--- src/rtl/ym3438_pkg.sv ---
// Shared definitions for the YM3438 slot-aligned blocks: slot count,
// slot-index width and the next-word select encoding.
package ym3438_pkg;

    localparam int OPN2_SLOTS = 24;

    // Index width for an arbitrary ring depth; a depth of one still needs a bit.
    function automatic int slotBits(input int depth);
        return (depth > 1) ? $clog2(depth) : 1;
    endfunction

    localparam int OPN2_SLOT_W = slotBits(OPN2_SLOTS);

    typedef enum logic [1:0] {
        SEL_INC = 2'd0,
        SEL_WR  = 2'd1,
        SEL_CLR = 2'd2
    } next_sel_e;

endpackage

--- src/rtl/ym3438_sr_tdm_if.sv ---
// Phase-enable, next-word control and slot-read bundle of the TDM register ring.
interface ym3438_sr_tdm_if
    import ym3438_pkg::*;
#(
    parameter int WIDTH = 16,
    parameter int SLOTS = OPN2_SLOTS
);
    localparam int SLOT_W = slotBits(SLOTS);

    logic              c1;
    logic              c2;
    logic              clear;
    logic              wr_en;
    logic [WIDTH-1:0]  wr_data;
    logic              inc;
    logic [WIDTH-1:0]  rd_data;
    logic              c_out;
    logic [SLOT_W-1:0] slot;
    logic              sync;

    modport master (
        output c1, c2, clear, wr_en, wr_data, inc,
        input  rd_data, c_out, slot, sync
    );

    modport slave (
        input  c1, c2, clear, wr_en, wr_data, inc,
        output rd_data, c_out, slot, sync
    );

endinterface

--- src/rtl/ym3438_slot_cnt.sv ---
// Modulo-SLOTS slot counter advanced by the c2 phase; sync flags slot 0.
module ym3438_slot_cnt
    import ym3438_pkg::*;
#(
    parameter int SLOTS  = OPN2_SLOTS,
    parameter int SLOT_W = slotBits(SLOTS)
) (
    input  logic              clk,
    input  logic              rst_n,
    input  logic              adv_i,
    output logic [SLOT_W-1:0] slot_o,
    output logic              sync_o
);
    localparam logic [SLOT_W-1:0] LAST_SLOT = SLOT_W'(SLOTS - 1);

    logic [SLOT_W-1:0] slot_q;
    logic [SLOT_W-1:0] slot_d;

    always_comb begin
        slot_d = slot_q;
        if (adv_i) begin
            slot_d = (slot_q == LAST_SLOT) ? '0 : slot_q + 1'b1;
        end
    end

    always_ff @(posedge clk or negedge rst_n) begin
        if (!rst_n) begin
            slot_q <= '0;
        end else begin
            slot_q <= slot_d;
        end
    end

    assign slot_o = slot_q;
    assign sync_o = (slot_q == '0);

endmodule

--- src/rtl/ym3438_sr_tdm.sv ---
// Two-phase time-division-multiplexed register ring: one word per slot,
// recirculating once per frame with per-slot clear, write and increment.
module ym3438_sr_tdm
    import ym3438_pkg::*;
#(
    parameter int WIDTH    = 16,
    parameter int SLOTS    = OPN2_SLOTS,
    parameter bit SATURATE = 1'b0
) (
    input  logic           MCLK,
    input  logic           reset_n,
    ym3438_sr_tdm_if.slave bus
);
    localparam int SLOT_W = slotBits(SLOTS);

    logic [WIDTH-1:0]  head_q;
    logic [WIDTH-1:0]  head_d;
    logic [WIDTH-1:0]  ring_q [SLOTS];
    logic [WIDTH-1:0]  ring_d [SLOTS];
    logic [WIDTH-1:0]  tailWord;
    logic [WIDTH-1:0]  nextWord;
    logic [WIDTH:0]    sumFull;
    logic              nextCarry;
    next_sel_e         nextSel;
    logic [SLOT_W-1:0] slotIdx;
    logic              slotSync;

    // The tail word is the one belonging to the current slot.
    assign tailWord = ring_q[SLOTS-1];

    always_comb begin
        nextSel = SEL_INC;
        if (bus.clear) begin
            nextSel = SEL_CLR;
        end else if (bus.wr_en) begin
            nextSel = SEL_WR;
        end
    end

    // Saturation clamps only the increment path; clear and write never carry.
    always_comb begin
        sumFull   = {1'b0, tailWord} + {{WIDTH{1'b0}}, bus.inc};
        nextWord  = sumFull[WIDTH-1:0];
        nextCarry = sumFull[WIDTH];
        case (nextSel)
            SEL_CLR: begin
                nextWord  = '0;
                nextCarry = 1'b0;
            end
            SEL_WR: begin
                nextWord  = bus.wr_data;
                nextCarry = 1'b0;
            end
            default: begin
                if (SATURATE && sumFull[WIDTH]) begin
                    nextWord = '1;
                end
            end
        endcase
    end

    always_comb begin
        head_d = head_q;
        if (bus.c1) begin
            head_d = nextWord;
        end
    end

    // On a combined c1/c2 cycle the ring takes the old head while the head
    // loads a word derived from the pre-edge tail.
    always_comb begin
        ring_d = ring_q;
        if (bus.c2) begin
            ring_d[0] = head_q;
            for (int i = 1; i < SLOTS; i++) begin
                ring_d[i] = ring_q[i-1];
            end
        end
    end

    always_ff @(posedge MCLK or negedge reset_n) begin
        if (!reset_n) begin
            head_q <= '0;
            ring_q <= '{default: '0};
        end else begin
            head_q <= head_d;
            ring_q <= ring_d;
        end
    end

    ym3438_slot_cnt #(
        .SLOTS  (SLOTS),
        .SLOT_W (SLOT_W)
    ) u_slot_cnt (
        .clk    (MCLK),
        .rst_n  (reset_n),
        .adv_i  (bus.c2),
        .slot_o (slotIdx),
        .sync_o (slotSync)
    );

    assign bus.rd_data = tailWord;
    assign bus.c_out   = nextCarry & reset_n;
    assign bus.slot    = slotIdx;
    assign bus.sync    = slotSync;

endmodule
--- src/flat_wrapper.sv ---
// flat-port wrapper written by rule: the top's interface ports become plain ports
module ym3438_sr_tdm_flat import ym3438_pkg::*;
#(
    parameter int WIDTH    = 16,
    parameter int SLOTS    = OPN2_SLOTS,
    parameter bit SATURATE = 1'b0
)
  (MCLK, reset_n, bus_c1, bus_c2, bus_clear, bus_wr_en, bus_wr_data, bus_inc, bus_rd_data, bus_c_out, bus_slot, bus_sync);
  ym3438_sr_tdm_if #(.WIDTH(WIDTH), .SLOTS(SLOTS)) bus_i ();
  input  logic MCLK;
  input  logic reset_n;
  input wire logic [$bits(bus_i.c1)-1:0] bus_c1;
  input wire logic [$bits(bus_i.c2)-1:0] bus_c2;
  input wire logic [$bits(bus_i.clear)-1:0] bus_clear;
  input wire logic [$bits(bus_i.wr_en)-1:0] bus_wr_en;
  input wire logic [$bits(bus_i.wr_data)-1:0] bus_wr_data;
  input wire logic [$bits(bus_i.inc)-1:0] bus_inc;
  output wire logic [$bits(bus_i.rd_data)-1:0] bus_rd_data;
  output wire logic [$bits(bus_i.c_out)-1:0] bus_c_out;
  output wire logic [$bits(bus_i.slot)-1:0] bus_slot;
  output wire logic [$bits(bus_i.sync)-1:0] bus_sync;
  assign bus_i.c1 = bus_c1;
  assign bus_i.c2 = bus_c2;
  assign bus_i.clear = bus_clear;
  assign bus_i.wr_en = bus_wr_en;
  assign bus_i.wr_data = bus_wr_data;
  assign bus_i.inc = bus_inc;
  assign bus_rd_data = bus_i.rd_data;
  assign bus_c_out = bus_i.c_out;
  assign bus_slot = bus_i.slot;
  assign bus_sync = bus_i.sync;
  ym3438_sr_tdm #(.WIDTH(WIDTH), .SLOTS(SLOTS), .SATURATE(SATURATE)) u_core (.MCLK(MCLK), .reset_n(reset_n), .bus(bus_i));
endmodule
--- config.mk ---
export PLATFORM = sky130hd
export DESIGN_NAME = ym3438_sr_tdm_flat
export DESIGN_NICKNAME = d
export VERILOG_FILES = /design/src/rtl/ym3438_pkg.sv /design/src/rtl/ym3438_sr_tdm_if.sv /design/src/rtl/ym3438_slot_cnt.sv /design/src/rtl/ym3438_sr_tdm.sv /design/src/flat_wrapper.sv
export SDC_FILE = /design/constraint.sdc
export NUM_CORES = 1
export LEC_CHECK = 0
export ABC_AREA = 1
export CAP_MARGIN = 20
export CORE_ASPECT_RATIO = 0.75
export CORE_MARGIN = 2
export CORE_UTILIZATION = 35
export CTS_CLUSTER_SIZE = 12
export DETAILED_ROUTE_END_ITERATION = 10
export SYNTH_ARGS = -nofsm -noshare
export SYNTH_HDL_FRONTEND = slang
export SYNTH_SLANG_ARGS = --single-unit
--- constraint.sdc ---
create_clock -name MCLK -period 2.9 [get_ports MCLK]
set_input_delay 0.87 -clock MCLK [delete_from_list [all_inputs] [get_ports MCLK]]
set_output_delay 0.87 -clock MCLK [all_outputs]
set_load 0.02 [all_outputs]
# Yosys cells after proc, flatten, opt, wreduce, memory -nomap -nowiden
# Cells that the tools add are included.
# word_totals
reg_bits	405
input_bits	23
output_inout_bits	23
elab_cells	39
# classes
n_addsub	2
n_eq_ne	3
mux	5
n_bitwise	1
reduce_logical	2
# op_table
cell	count
$pmux W16 S2	1
$add A16 B1 Y17	1
$add A5 B1 Y5 const B	1
$eq A5 B5 Y1 const B	1
$logic_not A5 Y1	1
$mux W5	1
$eq A2 B1 Y1 const B	1
$eq A2 B2 Y1 const B	1
$mux W1	2
$mux W2	1
$reduce_or A2 Y1	1
$and A1 B1 Y1	1

# Logic depth before layout (Yosys ltp)
# Gate-level depths: netlist (run 1).
# logic_depth
depth_word	6
depth_mapped	10
ltp_nobuf	10

# By module
# Synthesis (run 1) repeated with hierarchy kept, for this count alone.
# unflattened
hier_cells	1653
area_unflattened_um2	15947.8
# by_module_without_submodules
module	instances	cells_each	area_per_inst_um2	seq_area_each_um2
ym3438_sr_tdm	1	1616	15671.3	10009.6
ym3438_slot_cnt	1	37	276.5	125.1

# Worst setup path after synthesis (run 1)
# OpenSTA, ideal clock, no wires.
# synth_path
kind	in2out
start	in bus_inc
end	out bus_c_out
t_arrival_ns	1.956
t_required_ns	2.030
path_slack_ns	0.074
stages	5
n_path_buf	0
path_cell_list	ha_1 nand2_2 nor2_4 nand3_1 nor4_1
# synth_via
elab_chain_len	3
# synth_rtl
item	line	source
start, declared	flat_wrapper.sv:17	input wire logic [$bits(bus_i.inc)-1:0] bus_inc;
$add A16 B1 Y17	ym3438_sr_tdm.sv:42	sumFull = {1'b0, tailWord} + {{WIDTH{1'b0}}, bus.inc};
$mux W1	ym3438_sr_tdm.sv:45	case (nextSel)
$and A1 B1 Y1	ym3438_sr_tdm.sv:103	assign bus.c_out = nextCarry & reset_n;
end, declared	flat_wrapper.sv:19	output wire logic [$bits(bus_i.c_out)-1:0] bus_c_out;
# Every way passes these cells.

# Worst setup path after layout (run 1)
# Same ends and word-level chain as after synthesis.

==> flow_metrics.env, run 1 <==
export IMPL_setup_viol=0
export IMPL_final_common_cell="nand2_1"
export IMPL_met1_usage_pct=20.2
export IMPL_yosysWarnings=0
export IMPL_io_buffers=45
export IMPL_final_cell_mix="nand2_1, dfrtp_1, inv_1"
export IMPL_synth_edf_count=0
export IMPL_clkSinkCount=405
export IMPL_use_met2_pct=19.3
export IMPL_ioPinCount=46
export IMPL_ys_async_sr_fraction_pct=100
export IMPL_p_per_area_nw_per_um2=747
export IMPL_diodes=0
export IMPL_synth_area_leaders="dfrtp_1, nand2_1, o21ai_1"
export IMPL_synth_top_family_by_area="simple AND/OR/NAND/NOR gates"
export IMPL_n_fill_cell=4402
export IMPL_track_usage_pct=13.2
export IMPL_dr_pass1_iters=5
export IMPL_antenna_left=0
export IMPL_grt_pass1_wl_um=52000
export IMPL_synth_area_um2=15800
export IMPL_grt_use_met3_pct=2.61
export IMPL_post_cts_buffers=0
export IMPL_wl_per_cell_um=13.0
export IMPL_fin_crit_ns=2.80
export IMPL_synth_main_ff_cell="dfrtp_1"
export IMPL_grt_pass1_vias=10400
export IMPL_synth_mux_area_share_pct=0
export IMPL_drc_errors=0
export IMPL_synth_seq_cells=405
export IMPL_path_class="input pin to primary output"
export IMPL_tritoncts="built"
export IMPL_rsz0062_at_grt="no"
export IMPL_synth_avg_cell_area_um2=9.37
export IMPL_cts_buffer_depth=3
export IMPL_startpoint_type="input pin"
export IMPL_antenna_found_initial=0
export IMPL_dpl_hpwl_um=18800
export IMPL_synth_compound_area_share_pct=12.6
export IMPL_yosysSeqAreaShare_pct=64.2
export IMPL_crit_path_max_fanout=2
export IMPL_clock_latency_ns=0.55
export IMPL_core_area_um2=44600
export IMPL_drive_gt1_share_pct=5.57
export IMPL_vias=10500
export IMPL_synth_nets=1713
export IMPL_critPathArrivalTime_ns=1.93
export IMPL_multiInputGateArea_um2=4210
export IMPL_via_per_inst=4.57
export IMPL_yosys_area_top_type="dfrtp_1"
export IMPL_worstPathRequired_ns=2.03
export IMPL_syn_inst=1686
export IMPL_period_share_pct=96.6
export IMPL_final_seq_area_um2=10100
export IMPL_drtIter0Drc=742
export IMPL_die_width_um=249
export IMPL_clk_pin_slew_ns=0.05
export IMPL_place_ws_ns=-0.697
export IMPL_grt_overflow=0
export IMPL_whs_ns=0.373
export IMPL_htreeDepth=2
export IMPL_leakage_nw=8.23
export IMPL_dieArea_um2=46900
export IMPL_slew_limit_headroom_pct=41.4
export IMPL_max_freq_mhz=357
export IMPL_slew_violations=0
export IMPL_max_slew_worst_pin_slew_ns=0.880
export IMPL_finalHoldViolCount=0
export IMPL_synthToLayoutAreaGrowth_pct=12.7
export IMPL_nNetsFinal=1722
export IMPL_grt_max_degree=172
export IMPL_post_synth_fa_ha_maj_area_fraction_pct=0.317
export IMPL_cap_viol_max_count=0
export IMPL_gp_congestion=0.814
export IMPL_tritoncts_num_buffers=40
export IMPL_rows=67
export IMPL_peakVddDrop_mv=0.372
export IMPL_synth_xor_area_share_pct=0
export IMPL_min_path_type="input pin to async pin"
export IMPL_initial_core_util_pct=35.4
export IMPL_cts_root_buf="clkbuf_16"
export IMPL_ys_types=25
export IMPL_clock_skew_ns=0.0248
export IMPL_outcome="finished clean"
export IMPL_yosys_area_share_simple_pct=13.6
export IMPL_die_h_um=188
export IMPL_drt_wl_total_um=29800
export IMPL_cts_hold_buffers_added=0
export IMPL_top_usage_layer="met1"
export IMPL_endpoint_kind="primary output"
export IMPL_yosys_area_top_type_share_pct=64.2
export IMPL_setup_slack_ns=0.0977
-- power breakdown --
| group | internal, mW | switching (mW) |
|---|---|---|
| Sequential | 6.54 | 0.427 |
| Clock | 2.63 | 2.04 |
| Combinational | 0.610 | 1.06 |
| Total | 9.77 | 3.53 |
-- state kept, by name, summed over array words and instances (netlist names) --
name                      count
u_core.ring_q               368
u_core.bus.rd_data           16
u_core.head_q                16
u_core.u_slot_cnt.slot_o      5
-- final cells by class --
class | instances | share of cell area (%)
inverter | 221 | 4.70
timing repair buffer | 74 | 4.20
clock buffer | 50 | 6.12
sequential | 405 | 56.9
clock inverter | 3 | 0.253
multi-input combinational | 953 | 23.7
tap | 586 | 4.12
-- critical path, stage by stage --
cell	delay (ns)
dlygate4sd2_1	0.23
ha_2	0.17
nand2_2	0.06
nor2_4	0.12
nand3_4	0.09
nor4_4	0.22
buf_4	0.18
-- logic make-up after synthesis --
| kind of cell | Yosys count |
|---|---|
| flops | 405 |
| compound gates | 393 |
| simple gates | 556 |
| fa+ha+maj | 4 |
| buf+inv | 328 |
-- worst paths after layout --
| check | end | depth (start not counted) | slack [ns] | from |
|---|---|---|---|---|
| max in group asynchronous | u_core.ring_q[201] | 3 | 1.32 | reset_n |
| worst min-delay path | u_core.ring_q[225] | 2 | 0.37 | reset_n |
| worst max register to register | u_core.head_q[7] | 9 | 1.42 | u_core.bus.rd_data[0] |
| worst min register to register | u_core.ring_q[376] | 2 | 0.47 | u_core.ring_q[376] |
| min in group MCLK | u_core.ring_q[376] | 2 | 0.47 | u_core.ring_q[376] |
| worst max-delay path | bus_c_out | 7 | 0.1 | bus_inc |
-- metal layers --
layer | up-vias | part of all wire (%) | wire [µm]
met5 | - | 0 | 0
met4 | 0 | 1.4 | 413
met3 | 35 | 3.7 | 1100
met2 | 115 | 43 | 12800
met1 | 5070 | 52 | 15600
li1 | 5247 | - | -
-- metrics by stage --
stage	total power [mW]	area, µm²	instances	setup TNS [ns]	utilization, %
finish	13.3	17800	2292	0	39.9
global placement	8.68	16600	2239	-0.695	37.3
CTS	13.5	17800	2292	0	39.9
floorplan	8.11	15800	1686	0	-
global route	14.1	17800	2292	0	39.9
detailed placement	8.77	16600	2239	-0.697	37.3
-- synth_stat cells (3+ instances only) --
library cell / n
buf_2: 9
nor3_1: 3
nand2_1: 490
a21oi_1: 9
buf_4: 58
ha_1: 4
clkbuf_1: 36
a31oi_1: 7
nand3_1: 24
nand2_2: 4
dfrtp_1: 405
inv_1: 216
o21ai_0: 173
o21ai_1: 202
inv_2: 3
nor2_1: 29
-- timing repair --
action | in CTS | in global routing
gates cloned | 0 | 0
endpoints found under the setup margin | 2 | 1
pin swaps | 1 | 1
gates resized for setup | 11 | 2
Power figures use the tool's default switching activity.
==> run 2, diff against run 1 <==
Settings changed: CELL_PAD_IN_SITES_DETAIL_PLACEMENT from default to 1, CELL_PAD_IN_SITES_GLOBAL_PLACEMENT from default to 2, CORE_UTILIZATION 35 to 42, PLACE_DENSITY_LB_ADDON from default to 0.1.
==> run 2 against run 1 <==
- sequential power about the same
- wire length up 9.6%
- largest power group unchanged
- clock skew down 0.014 ns
- global-route usage up 4.1 points
- flip-flop and latch count unchanged
- critical path type unchanged
- cell area up 0.79%
- power up 4.5%
- critical endpoint unchanged
==> flow_metrics.env, run 2 (synthesized netlist as in run 1, its figures left out) <==
export IMPL_dr_pass1_iters=4
export IMPL_grt_overflow=0
export IMPL_setup_viol=0
export IMPL_tritoncts_num_buffers=43
export IMPL_grt_pass1_wl_um=56300
export IMPL_rows=61
export IMPL_final_util_pct=48.4
export IMPL_clkSinkCount=405
export IMPL_clock_skew_ns=0.0110
export IMPL_synthToLayoutAreaGrowth_pct=13.6
export IMPL_path_class="input pin to primary output"
export IMPL_via_per_inst=4.81
export IMPL_die_width_um=228
export IMPL_max_freq_mhz=356
export IMPL_top_register="u_core.ring_q"
export IMPL_core_area_um2=37100
export IMPL_final_cell_mix="nand2_1, dfrtp_1, inv_1"
export IMPL_antenna_left=0
export IMPL_clk_pin_slew_ns=0.06
export IMPL_cts_root_buf="clkbuf_16"
export IMPL_cts_buffer_depth=3
export IMPL_final_seq_area_um2=10100
export IMPL_clock_latency_ns=0.54
export IMPL_peakVddDrop_mv=0.424
export IMPL_slew_violations=0
export IMPL_die_h_um=172
export IMPL_finalHoldViolCount=0
export IMPL_startpoint_type="input pin"
export IMPL_endpoint_kind="primary output"
export IMPL_dpl_hpwl_um=20400
export IMPL_grt_pass1_vias=11200
export IMPL_multiInputGateArea_um2=4200
export IMPL_drt_wl_total_um=32700
export IMPL_io_buffers=45
export IMPL_ioPinCount=46
export IMPL_crit_path_max_fanout=2
export IMPL_max_slew_worst_pin_slew_ns=0.883
export IMPL_vias=10700
export IMPL_gp_congestion=0.846
export IMPL_drc_errors=0
export IMPL_nNetsFinal=1729
export IMPL_period_share_pct=96.8
export IMPL_cap_viol_max_count=0
export IMPL_dieArea_um2=39200
export IMPL_leakage_nw=8.36
export IMPL_critPathArrivalTime_ns=1.94
export IMPL_place_ws_ns=-0.612
export IMPL_wl_per_cell_um=14.6
export IMPL_drive_gt1_share_pct=6.37
export IMPL_fin_crit_ns=2.81
export IMPL_whs_ns=0.418
export IMPL_post_cts_buffers=0
export IMPL_antenna_found_initial=0
export IMPL_tritoncts="built"
export IMPL_initial_core_util_pct=42.6
export IMPL_grt_max_degree=141
export IMPL_total_power_mw=13.9
export IMPL_final_common_cell="nand2_1"
export IMPL_outcome="finished clean"
export IMPL_n_fill_cell=4249
export IMPL_largest_reg_flops=368
export IMPL_p_per_area_nw_per_um2=775
export IMPL_worstPathRequired_ns=2.03
export IMPL_min_path_type="input pin to async pin"
export IMPL_slew_limit_headroom_pct=41.1
export IMPL_setup_slack_ns=0.0933
export IMPL_htreeDepth=2
export IMPL_diodes=0
export IMPL_drtIter0Drc=652
export IMPL_rsz0062_at_grt="no"
export IMPL_track_usage_pct=17.3
[run 2: final timing paths]
kind / slack (ns) / end / cells after the start / start
worst max-delay path: 0.09 / bus_c_out / 7 / bus_inc
worst min-delay path: 0.42 / u_core.ring_q[134] / 2 / reset_n
worst max register to register: 1.36 / u_core.head_q[9] / 9 / u_core.bus.rd_data[0]
worst min register to register: 0.47 / u_core.ring_q[27] / 2 / u_core.ring_q[27]
max in group asynchronous: 1.21 / u_core.head_q[1] / 3 / reset_n
min in group MCLK: 0.47 / u_core.ring_q[27] / 2 / u_core.ring_q[27]
[run 2: repair_timing]
item | in CTS | in global routing
endpoints found under the setup margin | 1 | 2
gates resized for setup | 8 | 2
hold buffers | 0 | 0
pin swaps | 2 | 0
[run 2: cell type report]
type	instances	area share (%)
Clock buffer	63	6.86
Clock inverter	8	0.523
Inverter	221	4.67
Multi-Input combinational cell	953	23.4
Sequential cell	405	56.5
Tap cell	504	3.51
Timing Repair Buffer	78	4.55
[run 2: worst max-delay path, cell delays in order]
cell and delay (ns):
dlygate4sd2_1 0.22, ha_2 0.18, nand2_2 0.06, nor2_4 0.11
nand3_2 0.08, nor4_2 0.21, buf_2 0.20
[run 2: report_power, final]
group | leakage (nW) | internal [mW] | switching, mW
registers | 5.30 | 6.54 | 0.427
logic | 2.41 | 0.618 | 1.08
clock network | 0.654 | 3.10 | 2.14
[run 2: routing by layer]
layer	global-route usage [%]	vias to the layer above	part of all wire, %
li1	-	5272	-
met1	24.5	5315	50
met2	27.9	104	45
met3	3.08	54	3.2
met4	4.40	0	1.9
met5	0	-	0
[run 2: metrics by stage]
stage / instance area (µm²) / cells / setup TNS, ns
after detailed placement: 16600 / 2161 / -0.612
after CTS: 17900 / 2232 / 0
after global routing: 17900 / 2232 / 0
after floorplan: 15800 / 1686 / 0
after global placement: 16600 / 2161 / -0.652
final: 17900 / 2232 / 0
